<file path="src/rtl/mips_fetch_queue_pkg.sv">
// Shared widths, entry layout and address helpers for the instruction fetch queue.
package mips_fetch_queue_pkg;

    localparam int unsigned INSTR_W = 32;
    localparam int unsigned PC_W    = 32;
    localparam logic [PC_W-1:0] PC_STEP = 32'd4;

    // One queue slot: {pc[31:0], instr[31:0]}
    typedef struct packed {
        logic [PC_W-1:0]    pc;
        logic [INSTR_W-1:0] instr;
    } fq_entry_t;

    function automatic logic [PC_W-1:0] align_pc(input logic [PC_W-1:0] a);
        return {a[PC_W-1:2], 2'b00};
    endfunction

endpackage

</file>
<file path="src/rtl/mips_fetch_queue_if.sv">
// Fetch queue bus: instruction-memory request port, CPU-side head handshake and redirect.
interface mips_fetch_queue_if #(
    parameter int unsigned DEPTH = 4
);
    import mips_fetch_queue_pkg::*;

    localparam int unsigned CNT_W = $clog2(DEPTH) + 1;

    logic               imem_req;
    logic [PC_W-1:0]    imem_a;
    logic               imem_ack;
    logic [INSTR_W-1:0] imem_rd;
    logic               redirect;
    logic [PC_W-1:0]    redirect_pc;
    logic               instr_valid;
    logic               instr_ready;
    logic [INSTR_W-1:0] instr;
    logic [PC_W-1:0]    instr_pc;
    logic [CNT_W-1:0]   count;

    modport master (
        output imem_req, imem_a, instr_valid, instr, instr_pc, count,
        input  imem_ack, imem_rd, redirect, redirect_pc, instr_ready
    );

    modport slave (
        input  imem_req, imem_a, instr_valid, instr, instr_pc, count,
        output imem_ack, imem_rd, redirect, redirect_pc, instr_ready
    );

endinterface

</file>
<file path="src/rtl/mips_fetch_queue_fifo.sv">
// fq_fifo: DEPTH x {pc, instr} FIFO with flush priority and combinational head read.
module fq_fifo
    import mips_fetch_queue_pkg::*;
#(
    parameter int unsigned DEPTH = 4
) (
    input  logic                       clk,
    input  logic                       rst_n,
    input  logic                       flush,
    input  logic                       push,
    input  logic                       pop,
    input  fq_entry_t                  push_data,
    output fq_entry_t                  head_data,
    output logic [$clog2(DEPTH):0]     count
);
    localparam int unsigned AW    = $clog2(DEPTH);
    localparam int unsigned CNT_W = AW + 1;

    fq_entry_t        mem [DEPTH];
    logic [AW-1:0]    wptr;
    logic [AW-1:0]    rptr;
    logic             full;
    logic             empty;
    logic             do_push;
    logic             do_pop;

    assign full    = (count == CNT_W'(DEPTH));
    assign empty   = (count == '0);
    assign do_push = push && !flush && !full;
    assign do_pop  = pop && !flush && !empty;

    always_ff @(posedge clk) begin
        if (do_push) begin
            mem[wptr] <= push_data;
        end
    end

    always_ff @(posedge clk or negedge rst_n) begin
        if (!rst_n) begin
            wptr  <= '0;
            rptr  <= '0;
            count <= '0;
        end else if (flush) begin
            wptr  <= '0;
            rptr  <= '0;
            count <= '0;
        end else begin
            if (do_push) wptr <= wptr + AW'(1);
            if (do_pop)  rptr <= rptr + AW'(1);
            case ({do_push, do_pop})
                2'b10:   count <= count + CNT_W'(1);
                2'b01:   count <= count - CNT_W'(1);
                default: count <= count;
            endcase
        end
    end

    // Empty head reads as zero so stale slots never leak onto the CPU side
    assign head_data = empty ? '0 : mem[rptr];

endmodule

</file>
<file path="src/rtl/mips_fetch_queue.sv">
// Sequential instruction prefetch queue with redirect flush.
// Optional MIPS_FETCH_QUEUE_PERF_EN adds saturating fetch/flush counters.
module mips_fetch_queue
    import mips_fetch_queue_pkg::*;
#(
    parameter int unsigned     DEPTH    = 4,
    parameter logic [PC_W-1:0] RESET_PC = 32'h0000_0000
) (
    input  logic               clk,
    input  logic               rst_n,
    mips_fetch_queue_if.master bus
`ifdef MIPS_FETCH_QUEUE_PERF_EN
    ,
    output logic [15:0]        perf_fetched,
    output logic [15:0]        perf_flushed
`endif
);
    localparam int unsigned CNT_W = $clog2(DEPTH) + 1;

    logic [PC_W-1:0]  fetch_pc;
    logic             req_en;
    logic             full;
    logic             push;
    logic             pop;
    logic [CNT_W-1:0] count;
    fq_entry_t        push_data;
    fq_entry_t        head_data;

    // Requests start one edge after reset release
    always_ff @(posedge clk or negedge rst_n) begin
        if (!rst_n) req_en <= 1'b0;
        else        req_en <= 1'b1;
    end

    assign full         = (count == CNT_W'(DEPTH));
    assign bus.imem_req = req_en && !full && !bus.redirect;
    assign bus.imem_a   = fetch_pc;
    assign push         = bus.imem_req && bus.imem_ack;
    assign pop          = bus.instr_valid && bus.instr_ready;

    always_ff @(posedge clk or negedge rst_n) begin
        if (!rst_n) begin
            fetch_pc <= RESET_PC;
        end else if (bus.redirect) begin
            fetch_pc <= align_pc(bus.redirect_pc);
        end else if (push) begin
            fetch_pc <= fetch_pc + PC_STEP;
        end
    end

    assign push_data.pc    = fetch_pc;
    assign push_data.instr = bus.imem_rd;

    fq_fifo #(
        .DEPTH(DEPTH)
    ) u_fifo (
        .clk       (clk),
        .rst_n     (rst_n),
        .flush     (bus.redirect),
        .push      (push),
        .pop       (pop),
        .push_data (push_data),
        .head_data (head_data),
        .count     (count)
    );

    assign bus.count       = count;
    assign bus.instr_valid = (count != '0);
    assign bus.instr       = head_data.instr;
    assign bus.instr_pc    = head_data.pc;

`ifdef MIPS_FETCH_QUEUE_PERF_EN
    always_ff @(posedge clk or negedge rst_n) begin
        if (!rst_n) begin
            perf_fetched <= '0;
            perf_flushed <= '0;
        end else begin
            if (push && perf_fetched != '1)         perf_fetched <= perf_fetched + 16'd1;
            if (bus.redirect && perf_flushed != '1) perf_flushed <= perf_flushed + 16'd1;
        end
    end
`endif

endmodule
</file>
<file path="src/flat_wrapper.sv">
// flat-port wrapper written by rule: the top's interface ports become plain ports
module mips_fetch_queue_flat import mips_fetch_queue_pkg::*;
#(
    parameter int unsigned     DEPTH    = 4,
    parameter logic [PC_W-1:0] RESET_PC = 32'h0000_0000
)
  (clk, rst_n, bus_imem_req, bus_imem_a, bus_instr_valid, bus_instr, bus_instr_pc, bus_count, bus_imem_ack, bus_imem_rd, bus_redirect, bus_redirect_pc, bus_instr_ready);
  mips_fetch_queue_if #(.DEPTH(DEPTH)) bus_i ();
  input  logic clk;
  input  logic rst_n;
  output wire logic [$bits(bus_i.imem_req)-1:0] bus_imem_req;
  output wire logic [$bits(bus_i.imem_a)-1:0] bus_imem_a;
  output wire logic [$bits(bus_i.instr_valid)-1:0] bus_instr_valid;
  output wire logic [$bits(bus_i.instr)-1:0] bus_instr;
  output wire logic [$bits(bus_i.instr_pc)-1:0] bus_instr_pc;
  output wire logic [$bits(bus_i.count)-1:0] bus_count;
  input wire logic [$bits(bus_i.imem_ack)-1:0] bus_imem_ack;
  input wire logic [$bits(bus_i.imem_rd)-1:0] bus_imem_rd;
  input wire logic [$bits(bus_i.redirect)-1:0] bus_redirect;
  input wire logic [$bits(bus_i.redirect_pc)-1:0] bus_redirect_pc;
  input wire logic [$bits(bus_i.instr_ready)-1:0] bus_instr_ready;
  assign bus_imem_req = bus_i.imem_req;
  assign bus_imem_a = bus_i.imem_a;
  assign bus_instr_valid = bus_i.instr_valid;
  assign bus_instr = bus_i.instr;
  assign bus_instr_pc = bus_i.instr_pc;
  assign bus_count = bus_i.count;
  assign bus_i.imem_ack = bus_imem_ack;
  assign bus_i.imem_rd = bus_imem_rd;
  assign bus_i.redirect = bus_redirect;
  assign bus_i.redirect_pc = bus_redirect_pc;
  assign bus_i.instr_ready = bus_instr_ready;
  mips_fetch_queue #(.DEPTH(DEPTH), .RESET_PC(RESET_PC)) u_core (.clk(clk), .rst_n(rst_n), .bus(bus_i));
endmodule
</file>
<file path="config.mk">
export PLATFORM = sky130hd
export DESIGN_NAME = mips_fetch_queue_flat
export DESIGN_NICKNAME = d
export VERILOG_FILES = /design/src/rtl/mips_fetch_queue_pkg.sv /design/src/rtl/mips_fetch_queue_if.sv /design/src/rtl/mips_fetch_queue_fifo.sv /design/src/rtl/mips_fetch_queue.sv /design/src/flat_wrapper.sv
export SDC_FILE = /design/constraint.sdc
export NUM_CORES = 1
export LEC_CHECK = 0
export CORE_ASPECT_RATIO = 1.1
export CORE_MARGIN = 2
export CORE_UTILIZATION = 55
export CTS_CLUSTER_DIAMETER = 40
export DETAILED_ROUTE_END_ITERATION = 8
export PLACE_DENSITY = 0.88
export SLEW_MARGIN = 20
export SYNTH_ARGS = -nofsm -noshare
export SYNTH_HDL_FRONTEND = slang
export SYNTH_SLANG_ARGS = --single-unit
</file>
<file path="constraint.sdc">
create_clock -name clk -period 5.85 [get_ports clk]
set_clock_uncertainty 0.2 [all_clocks]
set_input_delay 1.17 -clock clk [delete_from_list [all_inputs] [get_ports clk]]
set_output_delay 1.17 -clock clk [all_outputs]
set_load 0.1 [all_outputs]
</file>
Word level (Yosys, flattened, before mapping)
Memory sizes are Yosys's and may differ from the RTL's.
Cells that the tools add are included.
{"block": "op_classes", "add_sub_neg": 5, "n_mul": 0, "div_mod_pow": 0, "magnitude_cmp": 0, "n_eq_ne": 3, "shift": 0, "muxes": 11, "bitwise_logic": 0, "reduce_logical": 17}
{"op": "two-way mux 32 bit", "count": 2}
{"op": "two-way mux 64 bit", "count": 1}
{"op": "adder 32 x 3 -> 32 bit (second input constant)", "count": 1}
{"op": "logical AND 1 bit", "count": 8}
{"op": "two-way mux 2 bit", "count": 4}
{"op": "case mux 3 bit (2 select lines)", "count": 1}
{"op": "nonzero test 2 bit", "count": 3}
{"op": "nonzero test 3 bit", "count": 2}
{"op": "adder 2 x 1 -> 2 bit (second input constant)", "count": 2}
{"op": "adder 3 x 1 -> 3 bit (second input constant)", "count": 1}
{"op": "== test 3 bit (second input constant)", "count": 1}
{"op": "zero test 1 bit", "count": 3}
{"op": "zero test 3 bit", "count": 1}
{"op": "two-way mux 3 bit", "count": 1}
{"op": "subtractor 3 x 1 -> 3 bit (second input constant)", "count": 1}
{"op": "== test 2 x 1 -> 1 bit (second input constant)", "count": 1}
{"op": "== test 2 bit (second input constant)", "count": 1}
{"op": "two-way mux 1 bit", "count": 2}
{"block": "totals", "register_bits": 40, "latchBits": 0, "mem_bits_rw": 256, "mem_bits_ro": 0, "inputBits": 69, "out_inout_bits": 101, "word_cells": 42, "mem_count": 1}
{"memory": "u_core.u_fifo.mem", "depth": 4, "width": 64, "rd": 1, "rd_ports_with_merged_regs": 0, "wr": 1, "line": "mips_fetch_queue_fifo.sv:19", "text": "fq_entry_t mem [DEPTH];"}

Depth between registers and ports, before layout
Gate-level depths: netlist of the first run.
{"block": "logic_depth", "depth_word": 10, "mapped_depth": 9, "ltp_nobuf": 8}

Modules after synthesis
A second synthesis of the first run with hierarchy kept.
{"block": "unflattened", "hier_cells": 676, "area_unflattened_um2": 12040.3}
{"module": "fq_fifo", "n_inst": 1, "cells_per_inst": 453, "area_per_inst_um2": 10136.0, "seq_area_each_um2": 7862.5}
{"module": "mips_fetch_queue", "n_inst": 1, "cells_per_inst": 223, "area_per_inst_um2": 1904.3, "seq_area_each_um2": 775.7}

Worst setup path before layout of the first run
Ideal clock, no wire load.
{"block": "synth_timing", "path_type": "input port to output port", "start": "input port bus_redirect", "end": "output port bus_imem_req", "arrival_time_ns": 3.975, "slack_ns": 0.505, "path_stages": 4, "n_path_buf": 3, "path_cell_list": "clkbuf_1 -> clkbuf_1 -> clkbuf_1 -> nor3b_1"}
{"block": "synth_via", "elab_chain_cells": 2}
{"element": "start: declaration", "line": "flat_wrapper.sv:19", "text": "input wire logic [$bits(bus_i.redirect)-1:0] bus_redirect;"}
{"element": "zero test 1 bit", "line": "mips_fetch_queue.sv:36", "text": "assign bus.imem_req = req_en && !full && !bus.redirect;"}
{"element": "logical AND 1 bit", "line": "mips_fetch_queue.sv:36"}
{"element": "end: declaration", "line": "flat_wrapper.sv:11", "text": "output wire logic [$bits(bus_i.imem_req)-1:0] bus_imem_req;"}
No other way between the ends.

Worst setup path after layout of the first run
{"block": "layout_timing", "start": "register u_core.u_fifo.rptr[0]", "end": "output port bus_instr[1]"}
{"block": "layout_via", "elab_chain_cells": 2}
{"element": "start: declaration", "line": "mips_fetch_queue_fifo.sv:21", "text": "logic [AW-1:0] rptr;"}
{"element": "start signal: assignment", "line": "mips_fetch_queue_fifo.sv:49", "text": "if (do_pop) rptr <= rptr + AW'(1);"}
{"element": "memory read (4 x 64 bit)"}
{"element": "two-way mux 64 bit", "line": "mips_fetch_queue_fifo.sv:59", "text": "assign head_data = empty ? '0 : mem[rptr];"}
{"element": "end: declaration", "line": "flat_wrapper.sv:14", "text": "output wire logic [$bits(bus_i.instr)-1:0] bus_instr;"}
No other way between the ends.

==> results.ini, run 1 <==
[critical_path]
r2r_end=u_core.u_fifo.count[1]$_DFFE_PN0P_
cp_slowest_cell=clkdlybuf4s50_1
crit_fanout=33
cp.arrival_ns=3.43
cp_num_buf_inv=2
cp-start-kind=register
crit_required_ns=4.48
cp_cell_sequence=buf_12, mux4_2, and2_1, clkdlybuf4s50_1
critPathLaunch=u_core.u_fifo.rptr[0]$_DFFE_PN0P_
crit_type=reg -> out
critPathCaptureType=output pin
rrSetupSlack_ns=2.85
crit_family=buffers and inverters
r2r_cells=8
slowest_delay_ns=0.96
r2r-start=u_core.u_fifo.count[0]$_DFFE_PN0P_

[hold_path]
min_path_type=reg -> reg
hp-start=u_core.u_fifo.wptr[0]$_DFFE_PN0P_
hold_depth=1
worstHoldEndpoint=u_core.u_fifo.wptr[0]$_DFFE_PN0P_

[floorplan]
dieArea_sq_um=22400
fp.dieW_um=143
boundaryPins=170
initial_core_util_pct=56.2
die_h_um=157
rows=55
core_area_sq_um=20700

[detailed_routing]
wl_per_cell_um=21.6
drt_iter0_markers=524
wl_um=24400
viasPerCell=5.93
firstDrtPassIters=7
via_count=6685
ant_nets=0
drc=0

[yosys]
yosysTopAreaCell=edfxtp_1
synth_warnings=0
synth_cell_types=52
synth-main-ff-cell=edfxtp_1
synth_edf_count=248
yosysSeqAreaShare_pct=72.1
synthCells=643
async_flop_share_pct=13.3
synthMostInstantiatedCell=edfxtp_1
mappedNetlistArea_sq_um=11600
netlist_top_cells_area=edfxtp_1 (64%), mux4_2 (12%), dfrtp_1 (8.2%)
ys_ff_latch=286
ys_top_cells_by_count=edfxtp_1 (248), and2_1 (69), mux4_2 (62), dfrtp_1 (38), nand2_1 (35)
syn_avg_cell_area_sq_um=18.1
yosys.area.top_type_share_pct=63.9

[sta]
setup_slack_ns=1.05
tightest_slew_ns=1.07
slew_headroom_pct=28.6
drv_slew=0
rsz0062_at_grt=no
setup_violations=0
hold_viol_final=0
tns_ns=0
post-route-period-util_pct=82.1
fmax_mhz=208
fin_crit_ns=4.80

[cells_and_area]
nets=892
final_cells=1128
n_antenna_cell=0
layout-drive-gt1-share_pct=17.4
area_growth_pct=26.7

[power]
total_power_w=0.00775
powerDensity_nw_per_um2=525
peakVddDrop_mv=0.369
leakagePower_nw=4.98

[clock_tree]
post-cts-setup-buffer-count=0
cts_resized=0
clockRootBuffer=clkbuf_16
cts_tree=built
cts_hold_buf=0
ctsHtreeMaxLevel=2
cts-buffers-inserted=35
clock-sinks=286
clock_latency_ns=0.50
ctsLongestPathBuffers=3
clk_pin_slew_ns=0.06

[placement]
portBuffers=163
place_worst_setup_slack_ns=1.50
routabilityCongestion=0.822
place_hpwl_um=14300
dp_cells=1065

[global_routing]
grt_pass1_vias=6824
grt.total_usage_pct=22.7
overflow=0
grt_pass1_wl_um=38300
antenna_found_initial=0
grt_max_degree=66

[status]
outcome=complete, no violations

[job]
drv_cap=0

[cells in the final DEF, fill, tap and decap left out, types with 6 or more instances in the layout]
| cell | instances |
|---|---|
| o311ai_0 | 15 |
| dfrtp_1 | 36 |
| inv_1 | 6 |
| o21ai_0 | 14 |
| clkbuf_16 | 37 |
| nand3_1 | 16 |
| nor2_1 | 12 |
| nand4_1 | 9 |
| mux4_2 | 62 |
| nor3b_1 | 7 |
| and3_1 | 6 |
| nand2_1 | 35 |
| o211ai_1 | 8 |
| and2_1 | 65 |
| buf_4 | 9 |
| edfxtp_1 | 248 |
| clkdlybuf4s50_1 | 161 |
[registers in the layout, indices dropped and copies added, names as in the netlist]
name	count
u_core.u_fifo.count	3
u_core.req_en	1
u_core.u_fifo.wptr	2
u_core.u_fifo.mem	248
u_core.bus.imem_a	30
u_core.u_fifo.rptr	2
[layer usage]
metal / routed length, um / GRT usage, % / vias up
met4: 432 / 7.50 / 0
met3: 2070 / 5.26 / 35
met2: 12400 / 37.6 / 338
met1: 9500 / 30.3 / 3393
li1: - / - / 2919
met5: 0 / 0 / -
[metrics by stage]
stage / hold slack (ns) / area, sq um / utilization, %
finish: 0.373 / 14800 / 71.3
global route: 0.413 / 14800 / 71.3
CTS: 0.363 / 14800 / 71.2
detailed placement: 0.359 / 13600 / 65.4
global placement: 0.342 / 13600 / 65.4
floorplan: 0.315 / 11700 / -
[kinds of logic (layout without fill, tap and decap cells)]
| family | after synthesis | after routing | synth area share [%] |
|---|---|---|---|
| and+or+nand+nor | 173 | 173 | 8.79 |
| adders and majority gates | 6 | 6 | 0.709 |
| other | 2 | 5 | 0.0645 |
| DFF | 286 | 286 | 72.1 |
| xor gates and xnor gates | 4 | 4 | 0.301 |
| AOI/OAI and AO/OA | 61 | 61 | 3.88 |
| buffers and inverters | 44 | 241 | 1.75 |
| muxes | 67 | 67 | 12.4 |
[cell type report]
class / instances / area (sq um)
clock inverter: 22 / 256
multi-input combinational: 316 / 3080
inverter: 6 / 22.5
fill: 1271 / 5950
timing repair buffer: 172 / 1700
sequential: 286 / 8400
tap: 285 / 357
clock buffer: 41 / 941
[how the worst max path moves through the flow]
stage	to	slack, ns	depth (start not counted)
6_report	bus_instr[1]	1.05	4
5_1_grt	bus_instr[1]	0.87	4
4_1_cts	bus_instr[1]	0.97	4
3_5_place_dp	bus_instr[1]	1.50	4
3_3_place_gp	bus_instr[4]	1.53	4
2_1_floorplan	bus_imem_req	0.50	4
[report_power, final]
group | internal [W] | total, W | leakage [nW] | switching, W
Combinational | 0.000844 | 0.00309 | 1.68 | 0.00224
Clock | 0.00135 | 0.00219 | 0.588 | 0.000839
Sequential | 0.00231 | 0.00247 | 2.72 | 0.000158
Note: power is estimated with default switching activity, not from simulation.
==> run 2, diff against run 1 <==
--- a/config.mk
+++ b/config.mk
@@ -7,10 +7,10 @@
 export LEC_CHECK = 0
 export CORE_ASPECT_RATIO = 1.1
 export CORE_MARGIN = 2
-export CORE_UTILIZATION = 55
+export CORE_UTILIZATION = 54
 export CTS_CLUSTER_DIAMETER = 40
 export DETAILED_ROUTE_END_ITERATION = 8
-export PLACE_DENSITY = 0.88
+export PLACE_DENSITY = 0.86
 export SLEW_MARGIN = 20
 export SYNTH_ARGS = -nofsm -noshare
 export SYNTH_HDL_FRONTEND = slang
==> constraint.sdc (replaced) <==
create_clock -name clk -period 4.8 [get_ports clk]
set_clock_uncertainty 0.2 [all_clocks]
set_input_delay 0.96 -clock clk [delete_from_list [all_inputs] [get_ports clk]]
set_output_delay 0.96 -clock clk [all_outputs]
set_load 0.1 [all_outputs]
==> results.ini, run 2 (synthesis results as in run 1) <==
[placement]
place_hpwl_um=14800
place_worst_setup_slack_ns=0.914
portBuffers=163
routabilityCongestion=0.818

[job]
drv_cap=0

[cells_and_area]
final_cell_mix=edfxtp_1 (248), clkdlybuf4s50_1 (99), buf_4 (69)
n_antenna_cell=0
largest_register_ff_count=248
nets=891
regMostFlops=u_core.u_fifo.mem
nFillCells=1404
area_growth_pct=24.3
layout.cells.most_common=edfxtp_1
layout-drive-gt1-share_pct=24.5

[sta]
tns_ns=0
setup_violations=0
fin_crit_ns=3.89
rsz0062_at_grt=no
post-route-period-util_pct=81.0
fmax_mhz=257
drv_slew=0
hold_viol_final=0
slew_headroom_pct=30.1
setup_slack_ns=0.912
tightest_slew_ns=1.05

[floorplan]
initial_core_util_pct=54.9
die_h_um=158
dieArea_sq_um=22800
core_area_sq_um=21200
rows=56
fp.dieW_um=144
boundaryPins=170

[clock_tree]
clk_pin_slew_ns=0.05
clockRootBuffer=clkbuf_16
ctsHtreeMaxLevel=2
cts_resized=0
clock-sinks=286
ctsLongestPathBuffers=3
cts_tree=built
cts-buffers-inserted=34
clock_latency_ns=0.49
post-cts-setup-buffer-count=0
cts_hold_buf=0

[critical_path]
crit_required_ns=3.64
critPathLaunch=u_core.u_fifo.rptr[0]$_DFFE_PN0P_
crit_fanout=26
critPathCaptureType=output pin
cp-start-kind=register
cp.arrival_ns=2.73
crit_type=reg -> out
r2r-start=u_core.u_fifo.count[0]$_DFFE_PN0P_

[detailed_routing]
wl_per_cell_um=21.5
ant_nets=0
wl_um=24300
drc=0
drt_iter0_markers=440
viasPerCell=5.81
firstDrtPassIters=5
via_count=6576

[global_routing]
antenna_found_initial=0
grt_pass1_wl_um=37300
grt_max_degree=65
grt.total_usage_pct=21.8
overflow=0
grt_pass1_vias=6799

[power]
leakagePower_nw=5.00
peakVddDrop_mv=0.441
powerDensity_nw_per_um2=624

[hold_path]
min_path_type=reg -> reg
hp-start=u_core.u_fifo.wptr[0]$_DFFE_PN0P_

[status]
outcome=complete, no violations

run 2: cell types whose count changed in the layout (fill, tap and decap cells not counted), sizes merged:
cell           previous run  this run
bufinv                    4         0
clkinvlp                  1         7
clkdlybuf4s50           161        99
inv                      13         9
buf                      11        73
run 2: worst paths after layout:
check | cells after the start | slack [ns] | end
max | 4 | 0.91 | bus_instr[16]
min | 1 | 0.36 | u_core.u_fifo.wptr[0]$_DFFE_PN0P_
max reg2reg | 8 | 1.86 | u_core.u_fifo.count[2]$_DFFE_PN0P_
min reg2reg | 1 | 0.36 | u_core.u_fifo.wptr[0]$_DFFE_PN0P_
max in group asynchronous | 1 | 3.33 | u_core.u_fifo.rptr[1]$_DFFE_PN0P_
min in group asynchronous | 1 | 0.41 | u_core.bus.imem_a[24]$_DFFE_PN0N_
run 2: cell type report:
cell class                 instances  area, sq um  area share [%]
sequential                       286         8410            58.0
multi-input combinational        316         3070            21.2
timing repair buffer             172         1570            10.9
clock buffer                      41          908            6.27
tap                              290          363            2.51
clock inverter                    20          135           0.933
inverter                           6         22.5           0.156
run 2: worst max-delay path: stages (launching register included):
cell,delay [ns]
dfrtp_4,0.79
buf_4,0.46
mux4_2,0.57
and2_1,0.18
buf_4,0.23
run 2: power by group:
part,leakage (nW),total [W],internal (W),switching [W]
registers,2.72,0.00301,0.00282,0.000191
clock network,0.489,0.00234,0.00137,0.000971
logic,1.80,0.00369,0.000942,0.00274
run 2: metrics by stage:
step	cell area [sq um]	util [%]	power [W]	hold WS (ns)	std cells
2_1_floorplan	11700	-	0.00596	0.315	646
3_3_place_gp	13400	63.3	0.00675	0.339	1070
3_5_place_dp	13400	63.3	0.00678	0.349	1070
4_1_cts	14500	68.2	0.00912	0.360	1131
5_1_grt	14500	68.2	0.00935	0.406	1131
6_report	14500	68.2	0.00903	0.364	1131
run 2: routing by layer:
layer  GRT usage, %  up-vias  wire length [um]
met4           5.37        0               308
met1           28.7     3365              9930
li1               -     2926                 -
met3           4.26       29              1630
met5              0        -                 0
met2           37.7      256             12500
